## config.mk

```make
export PLATFORM = sky130hd
export DESIGN_NAME = writeback_arbiter_flat
export DESIGN_NICKNAME = d
export VERILOG_FILES = /design/src/rtl/wb_pkg.sv /design/src/rtl/wb_if.sv /design/src/rtl/wb_fifo.sv /design/src/rtl/writeback_arbiter.sv /design/src/flat_wrapper.sv
export SDC_FILE = /design/constraint.sdc
export NUM_CORES = 1
export LEC_CHECK = 0
export ABC_AREA = 1
export ABC_CLOCK_PERIOD_IN_PS = 2400
export BUFFER_PORTS_ARGS = -buffer_cell sky130_fd_sc_hd__buf_2
export CAP_MARGIN = 25
export CORE_UTILIZATION = 49
export DETAILED_ROUTE_END_ITERATION = 10
export PLACE_DENSITY = 0.73
export SLEW_MARGIN = 10
export SYNTH_ARGS = -nofsm -noshare
export SYNTH_HDL_FRONTEND = slang
export SYNTH_HIERARCHICAL = 1
export SYNTH_SLANG_ARGS = --single-unit
```

## constraint.sdc

```tcl
create_clock -name clk -period 2.4 [get_ports clk]
set_input_delay 0.48 -clock clk [delete_from_list [all_inputs] [get_ports clk]]
set_output_delay 0.48 -clock clk [all_outputs]
set_load 0.05 [all_outputs]
```

## src/rtl/wb_pkg.sv

```systemverilog
// Shared types and constants for the register-file writeback arbiter.
// Covers the write request and FIFO entry layouts plus the register-0 test.
package wb_pkg;
  localparam int DATA_W     = 32;
  localparam int ADDR_W     = 5;
  localparam int FIFO_DEPTH = 4;

  localparam logic [ADDR_W-1:0] REG_ZERO = 5'd0;

  typedef struct packed {
    logic [ADDR_W-1:0] addr;
    logic [DATA_W-1:0] data;
  } wb_req_t;

  typedef struct packed {
    logic    live;
    wb_req_t req;
  } wb_entry_t;

  function automatic logic is_real_reg(input logic [ADDR_W-1:0] addr);
    return addr != REG_ZERO;
  endfunction
endpackage

```

## src/rtl/wb_if.sv

```systemverilog
// Bundles the request, register-file and decode-side signals of the arbiter.
// The slave modport is the arbiter's view; master is the surrounding pipeline.
interface wb_if;
  import wb_pkg::*;

  logic              p_we;
  logic [ADDR_W-1:0] p_addr;
  logic [DATA_W-1:0] p_data;
  logic              s_valid;
  logic              s_ready;
  logic [ADDR_W-1:0] s_addr;
  logic [DATA_W-1:0] s_data;
  logic              we3;
  logic [ADDR_W-1:0] a3;
  logic [DATA_W-1:0] wd3;
  logic [ADDR_W-1:0] a1;
  logic [ADDR_W-1:0] a2;
  logic [DATA_W-1:0] rd1_raw;
  logic [DATA_W-1:0] rd2_raw;
  logic [DATA_W-1:0] rd1;
  logic [DATA_W-1:0] rd2;
  logic              hazard1;
  logic              hazard2;

  modport slave (
    input  p_we, p_addr, p_data, s_valid, s_addr, s_data,
           a1, a2, rd1_raw, rd2_raw,
    output s_ready, we3, a3, wd3, rd1, rd2, hazard1, hazard2
  );

  modport master (
    output p_we, p_addr, p_data, s_valid, s_addr, s_data,
           a1, a2, rd1_raw, rd2_raw,
    input  s_ready, we3, a3, wd3, rd1, rd2, hazard1, hazard2
  );
endinterface

```

## src/rtl/wb_fifo.sv

```systemverilog
// Circular queue of pending secondary writes with kill-by-address and
// two address-match outputs used for decode hazard detection.
module wb_fifo
  import wb_pkg::*;
#(
  parameter int DEPTH = FIFO_DEPTH
) (
  input  logic              clk,
  input  logic              rst_n,
  input  logic              push_i,
  input  wb_req_t           push_req_i,
  input  logic              pop_i,
  output wb_entry_t         head_o,
  output logic              full_o,
  output logic              empty_o,
  input  logic              kill_i,
  input  logic [ADDR_W-1:0] kill_addr_i,
  input  logic [ADDR_W-1:0] match1_addr_i,
  input  logic [ADDR_W-1:0] match2_addr_i,
  output logic              match1_o,
  output logic              match2_o
);
  localparam int PW = $clog2(DEPTH);
  localparam int CW = PW + 1;

  wb_entry_t         entries_q [DEPTH];
  logic [PW-1:0]     wr_ptr_q, rd_ptr_q;
  logic [CW-1:0]     count_q, count_d;

  assign count_d = count_q + CW'(push_i) - CW'(pop_i);
  assign full_o  = (count_q == CW'(DEPTH));
  assign empty_o = (count_q == '0);
  assign head_o  = entries_q[rd_ptr_q];

  // Popped slots are cleared so only queued, un-killed entries stay live.
  always_ff @(posedge clk or negedge rst_n) begin
    if (!rst_n) begin
      for (int i = 0; i < DEPTH; i++) entries_q[i] <= '0;
      wr_ptr_q <= '0;
      rd_ptr_q <= '0;
      count_q  <= '0;
    end else begin
      for (int i = 0; i < DEPTH; i++) begin
        if (kill_i && entries_q[i].req.addr == kill_addr_i)
          entries_q[i].live <= 1'b0;
      end
      if (pop_i) begin
        entries_q[rd_ptr_q].live <= 1'b0;
        rd_ptr_q <= rd_ptr_q + PW'(1);
      end
      if (push_i) begin
        entries_q[wr_ptr_q] <= '{live: 1'b1, req: push_req_i};
        wr_ptr_q <= wr_ptr_q + PW'(1);
      end
      count_q <= count_d;
    end
  end

  always_comb begin
    match1_o = 1'b0;
    match2_o = 1'b0;
    for (int i = 0; i < DEPTH; i++) begin
      if (entries_q[i].live && entries_q[i].req.addr == match1_addr_i) match1_o = 1'b1;
      if (entries_q[i].live && entries_q[i].req.addr == match2_addr_i) match2_o = 1'b1;
    end
    if (!is_real_reg(match1_addr_i)) match1_o = 1'b0;
    if (!is_real_reg(match2_addr_i)) match2_o = 1'b0;
  end
endmodule

```

## src/rtl/writeback_arbiter.sv

```systemverilog
// Drives the register-file write port from a 1-cycle primary source and a
// queued secondary source; also forwards the staged write to decode reads.
module writeback_arbiter
  import wb_pkg::*;
#(
  parameter int FIFO_DEPTH = wb_pkg::FIFO_DEPTH
) (
  input logic clk,
  input logic rst_n,
  wb_if.slave bus
);
  logic              we3_q, we3_d;
  logic [ADDR_W-1:0] a3_q, a3_d;
  logic [DATA_W-1:0] wd3_q, wd3_d;

  logic      p_take, s_push, pop, full, empty;
  wb_entry_t head;

  assign p_take = bus.p_we && is_real_reg(bus.p_addr);
  assign s_push = bus.s_valid && !full && is_real_reg(bus.s_addr);
  assign pop    = !p_take && !empty;

  wb_fifo #(.DEPTH(FIFO_DEPTH)) u_fifo (
    .clk          (clk),
    .rst_n        (rst_n),
    .push_i       (s_push),
    .push_req_i   ('{addr: bus.s_addr, data: bus.s_data}),
    .pop_i        (pop),
    .head_o       (head),
    .full_o       (full),
    .empty_o      (empty),
    .kill_i       (p_take),
    .kill_addr_i  (bus.p_addr),
    .match1_addr_i(bus.a1),
    .match2_addr_i(bus.a2),
    .match1_o     (bus.hazard1),
    .match2_o     (bus.hazard2)
  );

  // Primary always wins; a killed head pops as a bubble with address/data held.
  always_comb begin
    we3_d = 1'b0;
    a3_d  = a3_q;
    wd3_d = wd3_q;
    if (p_take) begin
      we3_d = 1'b1;
      a3_d  = bus.p_addr;
      wd3_d = bus.p_data;
    end else if (pop) begin
      we3_d = head.live;
      if (head.live) begin
        a3_d  = head.req.addr;
        wd3_d = head.req.data;
      end
    end
  end

  always_ff @(posedge clk or negedge rst_n) begin
    if (!rst_n) begin
      we3_q <= 1'b0;
      a3_q  <= '0;
      wd3_q <= '0;
    end else begin
      we3_q <= we3_d;
      a3_q  <= a3_d;
      wd3_q <= wd3_d;
    end
  end

  assign bus.s_ready = !full;
  assign bus.we3     = we3_q;
  assign bus.a3      = a3_q;
  assign bus.wd3     = wd3_q;

  // The register file only commits at the end of the we3 cycle.
  assign bus.rd1 = (we3_q && a3_q == bus.a1 && is_real_reg(bus.a1)) ? wd3_q : bus.rd1_raw;
  assign bus.rd2 = (we3_q && a3_q == bus.a2 && is_real_reg(bus.a2)) ? wd3_q : bus.rd2_raw;
endmodule

```

## src/flat_wrapper.sv

```systemverilog
// flat-port wrapper written by rule: the top's interface ports become plain ports
module writeback_arbiter_flat import wb_pkg::*;
#(
  parameter int FIFO_DEPTH = wb_pkg::FIFO_DEPTH
)
  (clk, rst_n, bus_p_we, bus_p_addr, bus_p_data, bus_s_valid, bus_s_addr, bus_s_data, bus_a1, bus_a2, bus_rd1_raw, bus_rd2_raw, bus_s_ready, bus_we3, bus_a3, bus_wd3, bus_rd1, bus_rd2, bus_hazard1, bus_hazard2);
  wb_if bus_i ();
  input logic clk;
  input logic rst_n;
  input wire logic [$bits(bus_i.p_we)-1:0] bus_p_we;
  input wire logic [$bits(bus_i.p_addr)-1:0] bus_p_addr;
  input wire logic [$bits(bus_i.p_data)-1:0] bus_p_data;
  input wire logic [$bits(bus_i.s_valid)-1:0] bus_s_valid;
  input wire logic [$bits(bus_i.s_addr)-1:0] bus_s_addr;
  input wire logic [$bits(bus_i.s_data)-1:0] bus_s_data;
  input wire logic [$bits(bus_i.a1)-1:0] bus_a1;
  input wire logic [$bits(bus_i.a2)-1:0] bus_a2;
  input wire logic [$bits(bus_i.rd1_raw)-1:0] bus_rd1_raw;
  input wire logic [$bits(bus_i.rd2_raw)-1:0] bus_rd2_raw;
  output wire logic [$bits(bus_i.s_ready)-1:0] bus_s_ready;
  output wire logic [$bits(bus_i.we3)-1:0] bus_we3;
  output wire logic [$bits(bus_i.a3)-1:0] bus_a3;
  output wire logic [$bits(bus_i.wd3)-1:0] bus_wd3;
  output wire logic [$bits(bus_i.rd1)-1:0] bus_rd1;
  output wire logic [$bits(bus_i.rd2)-1:0] bus_rd2;
  output wire logic [$bits(bus_i.hazard1)-1:0] bus_hazard1;
  output wire logic [$bits(bus_i.hazard2)-1:0] bus_hazard2;
  assign bus_i.p_we = bus_p_we;
  assign bus_i.p_addr = bus_p_addr;
  assign bus_i.p_data = bus_p_data;
  assign bus_i.s_valid = bus_s_valid;
  assign bus_i.s_addr = bus_s_addr;
  assign bus_i.s_data = bus_s_data;
  assign bus_i.a1 = bus_a1;
  assign bus_i.a2 = bus_a2;
  assign bus_i.rd1_raw = bus_rd1_raw;
  assign bus_i.rd2_raw = bus_rd2_raw;
  assign bus_s_ready = bus_i.s_ready;
  assign bus_we3 = bus_i.we3;
  assign bus_a3 = bus_i.a3;
  assign bus_wd3 = bus_i.wd3;
  assign bus_rd1 = bus_i.rd1;
  assign bus_rd2 = bus_i.rd2;
  assign bus_hazard1 = bus_i.hazard1;
  assign bus_hazard2 = bus_i.hazard2;
  writeback_arbiter #(.FIFO_DEPTH(FIFO_DEPTH)) u_core (.clk(clk), .rst_n(rst_n), .bus(bus_i));
endmodule
```

# --- After elaboration in Yosys (flattened, before gate mapping) ---
# Cells that the tools add are included.
classes:
  eq_ne: 15
  bitwise_logic: 2
  addsub: 4
  reduce_logical: 33
  magnitude_cmp: 4
  n_mux: 35
op_table:
  columns: ["op", "n"]
  rows:
  - ["$bwmux 152", 2]
  - ["$mux 152", 2]
  - ["$mux 32", 5]
  - ["$demux 38 s2", 2]
  - ["$mux 38", 4]
  - ["$bmux 38 s2", 1]
  - ["$eq 5x5->1", 14]
  - ["$logic_and 1x1->1", 22]
  - ["$reduce_bool 5->1", 4]
  - ["$mux 1", 16]
  - ["$mux 5", 3]
  - ["$ge 3x3->1 const B", 2]
  - ["$lt 3x1->1 const B", 2]
  - ["$not 2->3", 2]
  - ["$add 2x1->2 const B", 2]
  - ["$reduce_bool 2->1", 2]
  - ["$add 3x1->3", 1]
  - ["$eq 3x3->1 const B", 1]
  - ["$logic_not 1->1", 3]
  - ["$logic_not 3->1", 1]
  - ["$sub 3x1->3", 1]
  - ["$reduce_and 2->1", 1]
word_totals:
  word_cells: 111
  input_bits: 152
  ff_bits: 197
  output_inout_bits: 105

# --- Depth between registers and ports, before layout ---
# Gate-level depths: netlist (run 1).
depth:
  word_depth: 9
  ltp_mapped: 13
  ltp_nobuf: 11

# --- Hierarchy ---
# The synthesis (run 1) kept the hierarchy.
modules_own_cells:
  columns: ["mod", "cells_each", "seq_area_each_um2", "area_each_um2", "n_inst"]
  rows:
  - ["wb_fifo", 1027, 3978.8, 8013.9, 1]
  - ["writeback_arbiter", 517, 950.9, 3320.7, 1]

# --- Least setup slack after synthesis (run 1) ---
# No wires, ideal clock.
synth_timing:
  path_kind: "input -> register"
  startpoint: "input port bus_p_addr[4]"
  endpoint: "register u_core.u_fifo.count_q[2]"
  setup_ns: 0.123
  path_slack_ns: -0.097
  required_time_ns: 2.277
  n_path_buf: 1
  arrival_ns: 2.375
  cell_stages: 12
  cell_sequence: "nor3_1 > nand2_1 > nand2_1 > inv_2 > clkbuf_1 > nor2_1 > ha_1 > inv_1 > ha_1 > inv_1 > fa_1 > xnor2_1"
synth_via:
  elab_chain_len: 5
synth_rtl:
  columns: ["item", "line_no", "source"]
  rows:
  - ["start: declaration", "flat_wrapper.sv:11", "input wire logic [$bits(bus_i.p_addr)-1:0] bus_p_addr;"]
  - ["$reduce_bool 5->1", "wb_pkg.sv:21", "return addr != REG_ZERO;"]
  - ["$logic_and 1x1->1", "writeback_arbiter.sv:19", "assign p_take = bus.p_we && is_real_reg(bus.p_addr);"]
  - ["via u_core.p_take", "writeback_arbiter.sv:16", "logic p_take, s_push, pop, full, empty;"]
  - ["$logic_not 1->1", "writeback_arbiter.sv:21", "assign pop = !p_take && !empty;"]
  - ["$logic_and 1x1->1", "writeback_arbiter.sv:21", null]
  - ["via u_core.pop", "writeback_arbiter.sv:16", null]
  - ["$sub 3x1->3", "wb_fifo.sv:30", "assign count_d = count_q + CW'(push_i) - CW'(pop_i);"]
  - ["via u_core.u_fifo.count_d[2]", "wb_fifo.sv:28", "logic [CW-1:0] count_q, count_d;"]
  - ["end signal: assignment", "wb_fifo.sv:55", "count_q <= count_d;"]
  - ["end: declaration", "wb_fifo.sv:28", null]
# The timed path passes the listed nets, and every way through them passes these cells.
# A chain may end at the register's enable or synchronous reset.

# --- Worst setup path in the final report (run 1) ---
layout_timing:
  startpoint: "register u_core.a3_q[1], in the netlist u_core/bus.a3[1]"
  endpoint: "output port bus_rd1[30]"
layout_via:
  elab_chain_len: 4
layout_rtl:
  columns: ["item", "line_no", "source"]
  rows:
  - ["start: declaration", "writeback_arbiter.sv:13", "logic [ADDR_W-1:0] a3_q, a3_d;"]
  - ["start signal: assignment", "writeback_arbiter.sv:61", "a3_q <= '0;"]
  - ["start signal: assignment", "writeback_arbiter.sv:65", "a3_q <= a3_d;"]
  - ["$eq 5x5->1", "writeback_arbiter.sv:76", "assign bus.rd1 = (we3_q && a3_q == bus.a1 && is_real_reg(bus.a1)) ? wd3_q : bus.rd1_raw;"]
  - ["$logic_and 1x1->1 (2 in series)", "writeback_arbiter.sv:76", null]
  - ["$mux 32", "writeback_arbiter.sv:76", null]
  - ["end: declaration", "flat_wrapper.sv:24", "output wire logic [$bits(bus_i.rd1)-1:0] bus_rd1;"]
# No other way between the ends.

==> results of run 1 <==
-- state kept, by name, summed over array words and instances (netlist names) --
signal,cells
u_core/u_fifo/wr_ptr_q,2
u_core/bus.a3,5
u_core/bus.wd3,32
u_core/u_fifo/rd_ptr_q,2
u_core/u_fifo/entries_q,152
u_core/u_fifo/count_q,3
u_core/bus.we3,1
-- how the worst max path moves through the flow --
stage | depth (start not counted) | start | slack [ns] | endpoint
finish | 9 | u_core/bus.a3[1] | -0.08 | bus_rd1[30]
global route | 10 | u_core/bus.a3[0] | -0.17 | bus_rd1[30]
CTS | 9 | u_core/bus.a3[0] | -0.05 | bus_rd1[14]
detailed placement | 9 | bus_a1[4] | 0.02 | bus_rd1[11]
global placement | 9 | bus_a1[4] | 0.09 | bus_rd1[14]
floorplan | 12 | bus_p_addr[4] | 0.003 | u_core/u_fifo/count_q[2]
-- cells in the mapped netlist (all sizes together) --
cell type	n
nand2	505
o21ai	239
dfrtp	197
nor2	131
inv	110
nand3	108
buf	89
nand4	66
o22ai	45
a21oi	15
clkbuf	12
ha	10
nor3	5
a21boi	4
xnor2	2
xor2	2
clkinv	1
fa	1
nor3b	1
or2	1
-- area by class of cell --
cell class	instances	share of cell area, %
Antenna cell	2	0.0354
Clock buffer	19	3.14
Clock inverter	13	1.16
Inverter	111	2.98
Multi-Input combinational cell	1136	38.2
Sequential cell	197	35.0
Tap cell	285	2.52
Timing Repair Buffer	320	17.0
-- timing repair --
item	CTS	global route
pin swaps	5	5
hold buffers	0	0
setup endpoints to repair	65	66
gates cloned	3	0
resized for setup	138	47
setup buffers	13	3
-- kinds of logic after synthesis --
logic type | after synthesis
AO/OA/AOI/OAI | 303
buffers and inverters | 212
flip-flops | 197
adder cells (fa/ha/maj) | 11
AND/OR/NAND/NOR | 817
XOR/XNOR | 4
-- metal layers --
layer	global-route usage (%)	vias up	routed length, um
li1	-	5561	-
met1	45.3	5483	16700
met2	51.9	564	18200
met3	5.64	69	3110
met4	13.1	0	1220
met5	0	-	0
-- per-stage QoR --
step / utilization, % / setup slack (ns) / hold WS [ns]
floorplan: - / 0.00308 / 0.184
global placement: 56.4 / 0.0869 / 0.461
detailed placement: 56.4 / 0.0176 / 0.467
CTS: 61.7 / -0.0524 / 0.00561
global route: 62.4 / -0.166 / 0.0131
finish: 62.4 / -0.0803 / -0.00885
-- power by group --
part	internal [mW]	total [mW]	switching, mW	leakage (nW)
Clock	1.60	2.93	1.33	0.289
Combinational	3.35	10.7	7.31	4.58
Sequential	4.90	6.34	1.44	2.43
Total	9.84	19.9	10.1	7.30
-- worst reg2reg max path, delay by kind of cell, from the launching register on --
family	cells	cell delay (ns)
DFF	1	0.51
and+or+nand+nor	2	0.23
AOI/OAI and AO/OA	3	0.68
buffers and inverters	3	0.63
==> metrics.md, run 1 <==
| Metric | Value |
|---|---|
| Routed wire per std cell | around 19 um |
| Die Footprint | 23700 sq um |
| Mapped Area | 11300 sq um |
| Fin worst setup slack | -0.0803 ns |
| Synth Area in Simple Gates | 31.2% |
| Total negative slack | -0.976 ns |
| Register Area | 4950 sq um |
| DRC Markers | 0 |
| Slew Viols, Final | 0 |
| Mapped Nets | roughly 1700 |
| Max Clk Rate | 0.403 GHz |
| HP Class | input pin to asynchronous set/reset pin |
| Synth Instances | 1544 |
| Crit path capture type | output port |
| FF-to-FF Start | u_core/u_fifo/rd_ptr_q[0] |
| Power after layout | 19.9 mW |
| RePlAce Congestion | 0.960 |
| IO Count | 257 |
| Post-synthesis sequential area ratio | 43.5% |
| CTS max path bufs | 2 |
| Worst path bufs/invs | 3 |
| Failing checks | negative hold slack, negative setup slack |
| Final hold violations | 3 |
| CP Max Fanout | 8 |
| Worst EP arrival | approximately 2.0 ns |
| Clock Latency Late Sink | 0.44 ns |
| XOR/XNOR share of the synthesized area | 0.309% |
| Layout Skew | around 0.012 ns |
| Largest net degree at the start of global routing | 76 |
| Mux contribution to synthesized area | 0% |
| Die X | roughly 150 um |
| CTS root buffer | clkbuf_16 |
| Crit-path leading delay family | simple AND/OR/NAND/NOR gates |
| Unrepaired setup endpoints after global routing | true |
| Post-Layout Cell Count | 2083 |
| Clock sink count | 197 |
| WP data required | 1.92 ns |
| GRT Total Usage | between 30 and 40% |
| Final wirelength | 39200 um |
| Time the worst path needs with I/O delays and setup | roughly 2.5 ns |
| Most frequent cells in the layout | nand2_1 (459), buf_2 (189), dfrtp_1 (182) |
| Worst flop-to-flop path endpoint | u_core/bus.wd3[1] |
| Final setup vio count | 37 |
| Core Rows | between 50 and 60 |
| Yosys top cell by area | dfrtp_1 |
| Yosys warning count | 6 |
| Slowest cell on crit path | dfrtp_2 |
| Worst path most repeated cell | nand2_1 |
| Reg2Reg Setup Slack | 0.30 ns |
| CTS tree | done |
| Synth top area share | 43.5% |
| DR pass1 iterations | 7 |
| Initial Utilization | 50.1% |
| Design Area, Final | about 14000 sq um |
| Leakage | 7.30 nW |
| First-pass GRT wire length | 60200 um |
| IO Port Bufs | between 200 and 300 |
| Worst setup SP type | flip-flop |
| Power per cell area | approximately 1400 nW/um^2 |
| DPL Wire Length | between 20000 and 30000 um |
| Net count, final | 1946 |
| Most common cell after layout, fill and taps aside | nand2_1 |
| Multi-input combinational cell area | 5390 sq um |
| Max_slew headroom | 53.8% |
| Ranking of synthesized cells by area | dfrtp_1 (43%), nand2_1 (16%), o21ai_0 (5.5%) |
| Syn avg cell area | around 7.3 sq um |
| Post-synth cell types | 31 |
| Via density | 5.61 |
| Die Ht | 154 um |
| Largest family of logic cells by synthesized area | simple AND/OR/NAND/NOR gates |
| Drt first-iter violations | 1175 |
| Compound-Gate Fraction of Synth Area | 14.0% |
| WS Path Type | flip-flop to output port |
| Post-Synth Adder-Cell Area | 1.28% |
| Clk slew on worst S/H paths | 0.07 ns |
| Placed Area | approximately 13000 sq um |
| VDD IR max | 686 uV |
| Placed Cells | between 2000 and 2500 |
| DR vias | 11700 |
| Period utilization | 103% |
| R2R cell count | 8 |
| Vias in the first global route | roughly 11000 |
| Max Cap Viol | 0 |
| Area grow syn2layout | 24.6% |
| Crit-path max cell delay | 0.46 ns |
| Fin Hold WS | -0.00885 ns |
| Total CTS buffers | 17 |
| Status | finished with violations |
| Initial antenna violation count | 2 |
| Share of cells above drive strength 1 | 25.4% |
| Slew of the pin with the lowest slew margin | approximately 0.69 ns |
| DRT antenna net count | 0 |
| CP cell instances | nand2_1 > nand2_2 > nor2_8 > buf_6 > nand4_4 > clkbuf_16 > nand2_1 > nand2_1 > buf_6 |
| Yosys reg bits | 197 |
| Fillers | slightly above 2000 |
| H-tree depth | 4 |
| CORE AREA | 22600 sq um |
| Grt ovf | 0 |
Note: power is estimated with default switching activity, not from simulation.
==> run 2: changes to the inputs <==
- CORE_MARGIN: not set -> 2
==> run 2 against run 1 <==
  * Non-clock buffer count fell by 4
  * Critical path type unchanged
  * Sequential power down 1%
  * The run ends with negative setup slack left
  * Flip-flop and latch count did not move
  * Clock-buffer cell count unchanged
  * Largest cell class unchanged
  * Final cell count about the same
==> metrics.md, run 2 (synthesis gave the netlist of run 1 again) <==
| Metric | Value |
|---|---|
| HP Class | input pin to asynchronous set/reset pin |
| Core Rows | 55 (unchanged) |
| Max Clk Rate | 0.403 GHz (about the same) |
| Layout Skew | 0.00976 ns (-0.00258 ns) |
| Slew of the pin with the lowest slew margin | 0.698 ns (+0.00470 ns) |
| CTS max path bufs | 2 (unchanged) |
| Die X | 156 um (+1.3%) |
| Post-layout util | 62.8% (+0.39 points) |
| Drt first-iter violations | 1292 (+10%) |
| WS Path Type | flip-flop to output port |
| Die Ht | 156 um (+1.3%) |
| Crit path capture type | output port |
| VDD IR max | 933 uV (+36%) |
| Final wirelength | 39700 um (+1.2%) |
| Clock Latency Late Sink | 0.43 ns (about the same) |
| Total CTS buffers | 17 (unchanged) |
| IO Port Bufs | 256 (unchanged) |
| DRT antenna net count | 0 (unchanged) |
| Fillers | 2029 (-1.3%) |
| DR vias | 11800 (+1.4%) |
| CTS tree | done |
| Crit-path max cell delay | 0.43 ns (-0.03 ns) |
| GRT Total Usage | 31.2% (-1.8 points) |
| Total negative slack | -1.03 ns (-0.0582 ns) |
| Largest Register | u_core/u_fifo/entries_q |
| Max_slew headroom | 53.5% (-0.31 points) |
| Failing checks | negative setup slack |
| Clock sink count | 197 (unchanged) |
| Post-Layout Cell Count | 2082 (-0.048%) |
| Slowest cell on crit path | dfrtp_1 |
| Grt ovf | 0 (unchanged) |
| First-pass GRT wire length | 58900 um (-2.2%) |
| Most common cell after layout, fill and taps aside | nand2_1 |
| Status | finished with violations |
| Power per cell area | 1400 nW/um^2 (-0.55%) |
| Initial antenna violation count | 6 (+4) |
| CORE AREA | 22600 sq um (unchanged) |
| CP Max Fanout | 16 (+8) |
| Initial Utilization | 50.1% (unchanged) |
| Power after layout | 19.9 mW (about the same) |
| Area grow syn2layout | 25.4% |
| Final hold violations | 0 (-3) |
| Unrepaired setup endpoints after global routing | true |
| Worst EP arrival | 2.00 ns (about the same) |
| Max Cap Viol | 0 (unchanged) |
| DRC Markers | 0 (unchanged) |
| Vias in the first global route | 10600 (-0.51%) |
| Net count, final | 1942 (-0.21%) |
| Most frequent cells in the layout | nand2_1 (444), buf_2 (189), dfrtp_1 (183) |
| CTS root buffer | clkbuf_16 |
| Max FFs per register | 152 (unchanged) |
| DPL Wire Length | 26600 um (-2.5%) |
| WP data required | 1.92 ns (about the same) |
| Final setup vio count | 32 (-14%) |
| Largest net degree at the start of global routing | 76 (unchanged) |
| DR pass1 iterations | 6 (-1) |
| Via density | 5.68 (+1.4%) |
| Period utilization | 103% (about the same) |
| Leakage | 7.31 nW (+0.21%) |
| Worst path most repeated cell | nand2_2 |
| Time the worst path needs with I/O delays and setup | 2.48 ns (+0.00176 ns) |
| Fin Hold WS | 0.0715 ns (+0.0804 ns) |
| Die Footprint | 24400 sq um (+2.6%) |
| Worst setup SP type | flip-flop |
| Slew Viols, Final | 0 (unchanged) |
| Placed Cells | 2029 (-0.049%) |
| RePlAce Congestion | 1.03 (+7.7%) |
| Clk slew on worst S/H paths | 0.07 ns (about the same) |
| Routed wire per std cell | 19.1 um (+1.2%) |
| Share of cells above drive strength 1 | 26.0% (+0.57 points) |
| Fin worst setup slack | -0.0821 ns (-0.00176 ns) |
| H-tree depth | 4 (unchanged) |
| CP cell instances | inv_2 > nand2_2 > nand2_4 > inv_2 > nand2_2 > nor2_4 > buf_12 > clkbuf_16 > nand4_1 > nand2_2 > buf_8 |
| IO Count | 257 (unchanged) |
## run 2: stage by stage
stage / area, sq um / worst slack, ns
finish: 14200 / -0.0821
floorplan: 11300 / 0.00308
global placement: 12800 / 0.0657
detailed placement: 12800 / -0.0484
CTS: 13800 / -0.00698
global route: 14200 / -0.146
## run 2: path summary, 6_finish.rpt
path                                         startpoint                      endpoint  slack, ns  cells past startpoint
setup / recovery                       u_core/bus.a3[4]                    bus_rd2[6]      -0.08                     11
hold / removal                                    rst_n   u_core/u_fifo/entries_q[74]       0.07                      1
setup reg to reg               u_core/u_fifo/count_q[1]      u_core/u_fifo/count_q[2]       0.31                      8
hold reg to reg            u_core/u_fifo/entries_q[106]  u_core/u_fifo/entries_q[106]       0.48                      2
max in group asynchronous                         rst_n   u_core/u_fifo/entries_q[59]       1.63                      2
min in group clk                         bus_p_data[16]            u_core/bus.wd3[16]       0.27                      3
## run 2: layer usage
layer	global-route usage, %	share of wire [%]
met5	0	0
met4	16.1	5.2
met3	4.78	8.6
met2	47.4	45
met1	43.3	41
## run 2: power by group
| group | leakage, nW | internal [mW] | switching (mW) | total (mW) |
|---|---|---|---|---|
| sequential | 2.43 | 4.90 | 1.38 | 6.27 |
| combinational | 4.59 | 3.42 | 7.36 | 10.8 |
| clock | 0.295 | 1.61 | 1.28 | 2.89 |
## run 2: critical path, delay by kind of cell (launching register included)
family / cells / cell delay [ns]
buffers and inverters: 5 / 0.57
flip-flops: 1 / 0.43
AND/OR/NAND/NOR: 6 / 0.57
## run 2: cell type report
cell class,instances,area [sq um],area share [%]
Timing Repair Buffer,316,2450,17.2
Inverter,111,422,2.97
Antenna cell,6,15.0,0.106
Multi-Input combinational cell,1136,5430,38.2
Clock buffer,19,453,3.19
Clock inverter,12,146,1.03
Sequential cell,197,4950,34.8
Tap cell,285,357,2.51
## run 2: repair_timing
item | CTS | global route
endpoints found under the hold margin | 0 | 0
setup buffers | 6 | 6
gates resized for setup | 115 | 89
gates cloned | 2 | 2
endpoints found under the setup margin | 64 | 68
hold buffers | 0 | 0
pin swaps | 4 | 20
==> run 3: changes to the inputs <==
- GPL_TIMING_DRIVEN: not set -> 0
==> run 3 against run 2 <==
  * The flow still finishes with violations (negative setup slack)
  * Sequential share of layout area is 2.3 points lower
  * Die area stayed put
  * Core utilization is 4.5 points higher
  * Clock skew is 0.00085 ns higher
  * Total power is 6.4% higher
  * Largest power group unchanged
==> metrics.md, run 3 (synthesis gave the netlist of run 1 again) <==
| Metric | Value |
|---|---|
| Status | finished with violations |
| Failing checks | negative setup slack |
| DR vias | 12700 (+7.4%) |
| VDD IR max | 669 uV (-28%) |
| Slew Viols, Final | 0 (unchanged) |
| Fin worst setup slack | -0.219 ns (-0.137 ns) |
| CORE AREA | 22600 sq um (unchanged) |
| Die X | 156 um (unchanged) |
| RePlAce Congestion | 0.951 (-8.0%) |
| Global routing's busiest layer | met2 |
| Most frequent cells in the layout | nand2_1 (385), buf_2 (226), dfrtp_1 (180) |
| Period utilization | 109% (+5.7 points) |
| Die Footprint | 24400 sq um (unchanged) |
| Multi-input combinational cell area | 5760 sq um (+6.1%) |
| WP data required | 1.92 ns (about the same) |
| Post-layout util | 67.3% (+4.5 points) |
| Met3 usage | 8.03% (+3.3 points) |
| Clk slew on worst S/H paths | 0.07 ns (about the same) |
| Unrepaired setup endpoints after global routing | true |
| Vias in the first global route | 11500 (+8.5%) |
| DRC Markers | 0 (unchanged) |
| Largest Register | u_core/u_fifo/entries_q |
| DR pass1 iterations | 6 (unchanged) |
| Clock Latency Late Sink | 0.44 ns (about the same) |
| GRT Total Usage | 34.2% (+3.1 points) |
| Worst setup SP type | flip-flop |
| Via density | 5.89 (+3.7%) |
| CP cell instances | inv_2 > nand2_2 > nand2_2 > nand2_2 > nor2_4 > buf_12 > buf_8 > nand4_1 > nand2_2 > buf_8 |
| Total negative slack | -4.38 ns (-3.35 ns) |
| IO Count | 257 (unchanged) |
| First-pass GRT wire length | 63800 um (+8.4%) |
| H-tree depth | 4 (unchanged) |
| Slowest cell on crit path | dfrtp_2 |
| Max Clk Rate | 0.382 GHz (-5.2%) |
| Layout Skew | 0.0106 ns (+0.000853 ns) |
| Final wirelength | 46100 um (+16%) |
| CP Max Fanout | 8 (-8) |
| Net count, final | 2014 (+3.7%) |
| Drt first-iter violations | 1463 (+13%) |
| Worst EP arrival | 2.14 ns (+0.14 ns) |
| Die Ht | 156 um (unchanged) |
| Largest net degree at the start of global routing | 71 (-6.6%) |
| Fin Hold WS | 0.269 ns (+0.197 ns) |
| Slew of the pin with the lowest slew margin | 0.607 ns (-0.0916 ns) |
| CTS tree | done |
| Share of cells above drive strength 1 | 32.0% (+6.0 points) |
| DPL Wire Length | 30600 um (+15%) |
| IO Port Bufs | 256 (unchanged) |
| Area grow syn2layout | 34.5% |
| Time the worst path needs with I/O delays and setup | 2.62 ns (+0.137 ns) |
| HP Class | input pin to flip-flop |
| Crit-path max cell delay | 0.46 ns (+0.03 ns) |
| Max Cap Viol | 0 (unchanged) |
| Crit path capture type | output port |
| CTS root buffer | clkbuf_16 |
| Initial antenna violation count | 7 (+1) |
| Final setup vio count | 62 (+94%) |
| WS Path Type | flip-flop to output port |
| Clock sink count | 197 (unchanged) |
| DRT antenna net count | 0 (unchanged) |
| Core Rows | 55 (unchanged) |
| Initial Utilization | 50.1% (unchanged) |
| Grt ovf | 0 (unchanged) |
| Worst path most repeated cell | nand2_2 |
| Routed wire per std cell | 21.4 um (+12%) |
| Most common cell after layout, fill and taps aside | nand2_1 |
| Grt met1 use | 43.6% (+0.30 points) |
| Register Area | 4950 sq um (about the same) |
| Max FFs per register | 152 (unchanged) |
| Leakage | 7.72 nW (+5.6%) |
| CTS max path bufs | 2 (unchanged) |
| Met2 Resource Use GR | 54.6% (+7.2 points) |
| Total CTS buffers | 17 (unchanged) |
| Power per cell area | 1390 nW/um^2 (-0.76%) |
| Max_slew headroom | 59.6% (+6.1 points) |
| Fillers | 1884 (-7.1%) |
| Final hold violations | 0 (unchanged) |
## run 3: changes by cell type in the layout (fill, tap and decap cells not counted), moves of 7 or more
cell	change
nand2_4	+39
nand2_2	+20
buf_6	-14
nand2_1	-59
buf_8	+41
buf_2	+37
clkbuf_2	+7
## run 3: final cells by class
class,instances,share of cell area (%)
antenna,8,0.131
buffer,100,5.11
clock buffer,20,2.93
clock inverter,12,0.936
inverter,111,2.77
multi-input combinational,1135,37.8
sequential,197,32.5
tap,285,2.34
timing repair buffer,289,15.5
## run 3: final timing paths
path | startpoint | to | cells after the start | slack (ns)
setup / recovery | u_core/bus.a3[3] | bus_rd1[4] | 10 | -0.22
hold / removal | bus_p_data[13] | u_core/bus.wd3[13] | 3 | 0.27
setup reg to reg | u_core/u_fifo/rd_ptr_q[1] | u_core/bus.a3[3] | 10 | 0.11
hold reg to reg | u_core/u_fifo/entries_q[104] | u_core/u_fifo/entries_q[104] | 2 | 0.48
max in group asynchronous | rst_n | u_core/u_fifo/entries_q[93] | 4 | 0.76
min in group asynchronous | rst_n | u_core/u_fifo/entries_q[108] | 2 | 0.57
## run 3: per-stage QoR
stage | area (sq um) | instances | setup WS [ns] | power, mW
floorplan | 11300 | 1544 | 0.00308 | 13.2
global placement | 13000 | 2085 | -2.39 | 16.3
detailed placement | 13000 | 2087 | -0.676 | 16.5
CTS | 14800 | 2144 | -0.0907 | 20.3
global route | 15200 | 2156 | -0.249 | 22.3
finish | 15200 | 2157 | -0.219 | 21.2
## run 3: timing repair
action | 4_1_cts | 5_1_grt
endpoints found under the setup margin | 66 | 95
resized for setup | 273 | 107
setup buffers | 15 | 3
pin swaps | 23 | 44
gates cloned | 10 | 2
endpoints found under the hold margin | 2 | 0
hold buffers | 1 | 0
## run 3: worst max-delay path, delay by kind of cell (launching register included)
family | cells | cell delay [ns]
and+or+nand+nor | 6 | 0.70
buffers and inverters | 4 | 0.55
DFF | 1 | 0.46
## run 3: metal layers
metal  vias to the layer above  share of wire [%]  routed length (um)
li1                       5708                  -                   -
met1                      6012                 38               17700
met2                       822                 46               21200
met3                       167                 11                4900
met4                         2                5.0                2310
met5                         -              0.028                  13
## run 3: where the power goes
part / internal, mW / total [mW] / switching, mW
Combinational: 4.02 / 11.9 / 7.86
Clock: 1.59 / 2.91 / 1.32
Sequential: 4.90 / 6.42 / 1.52
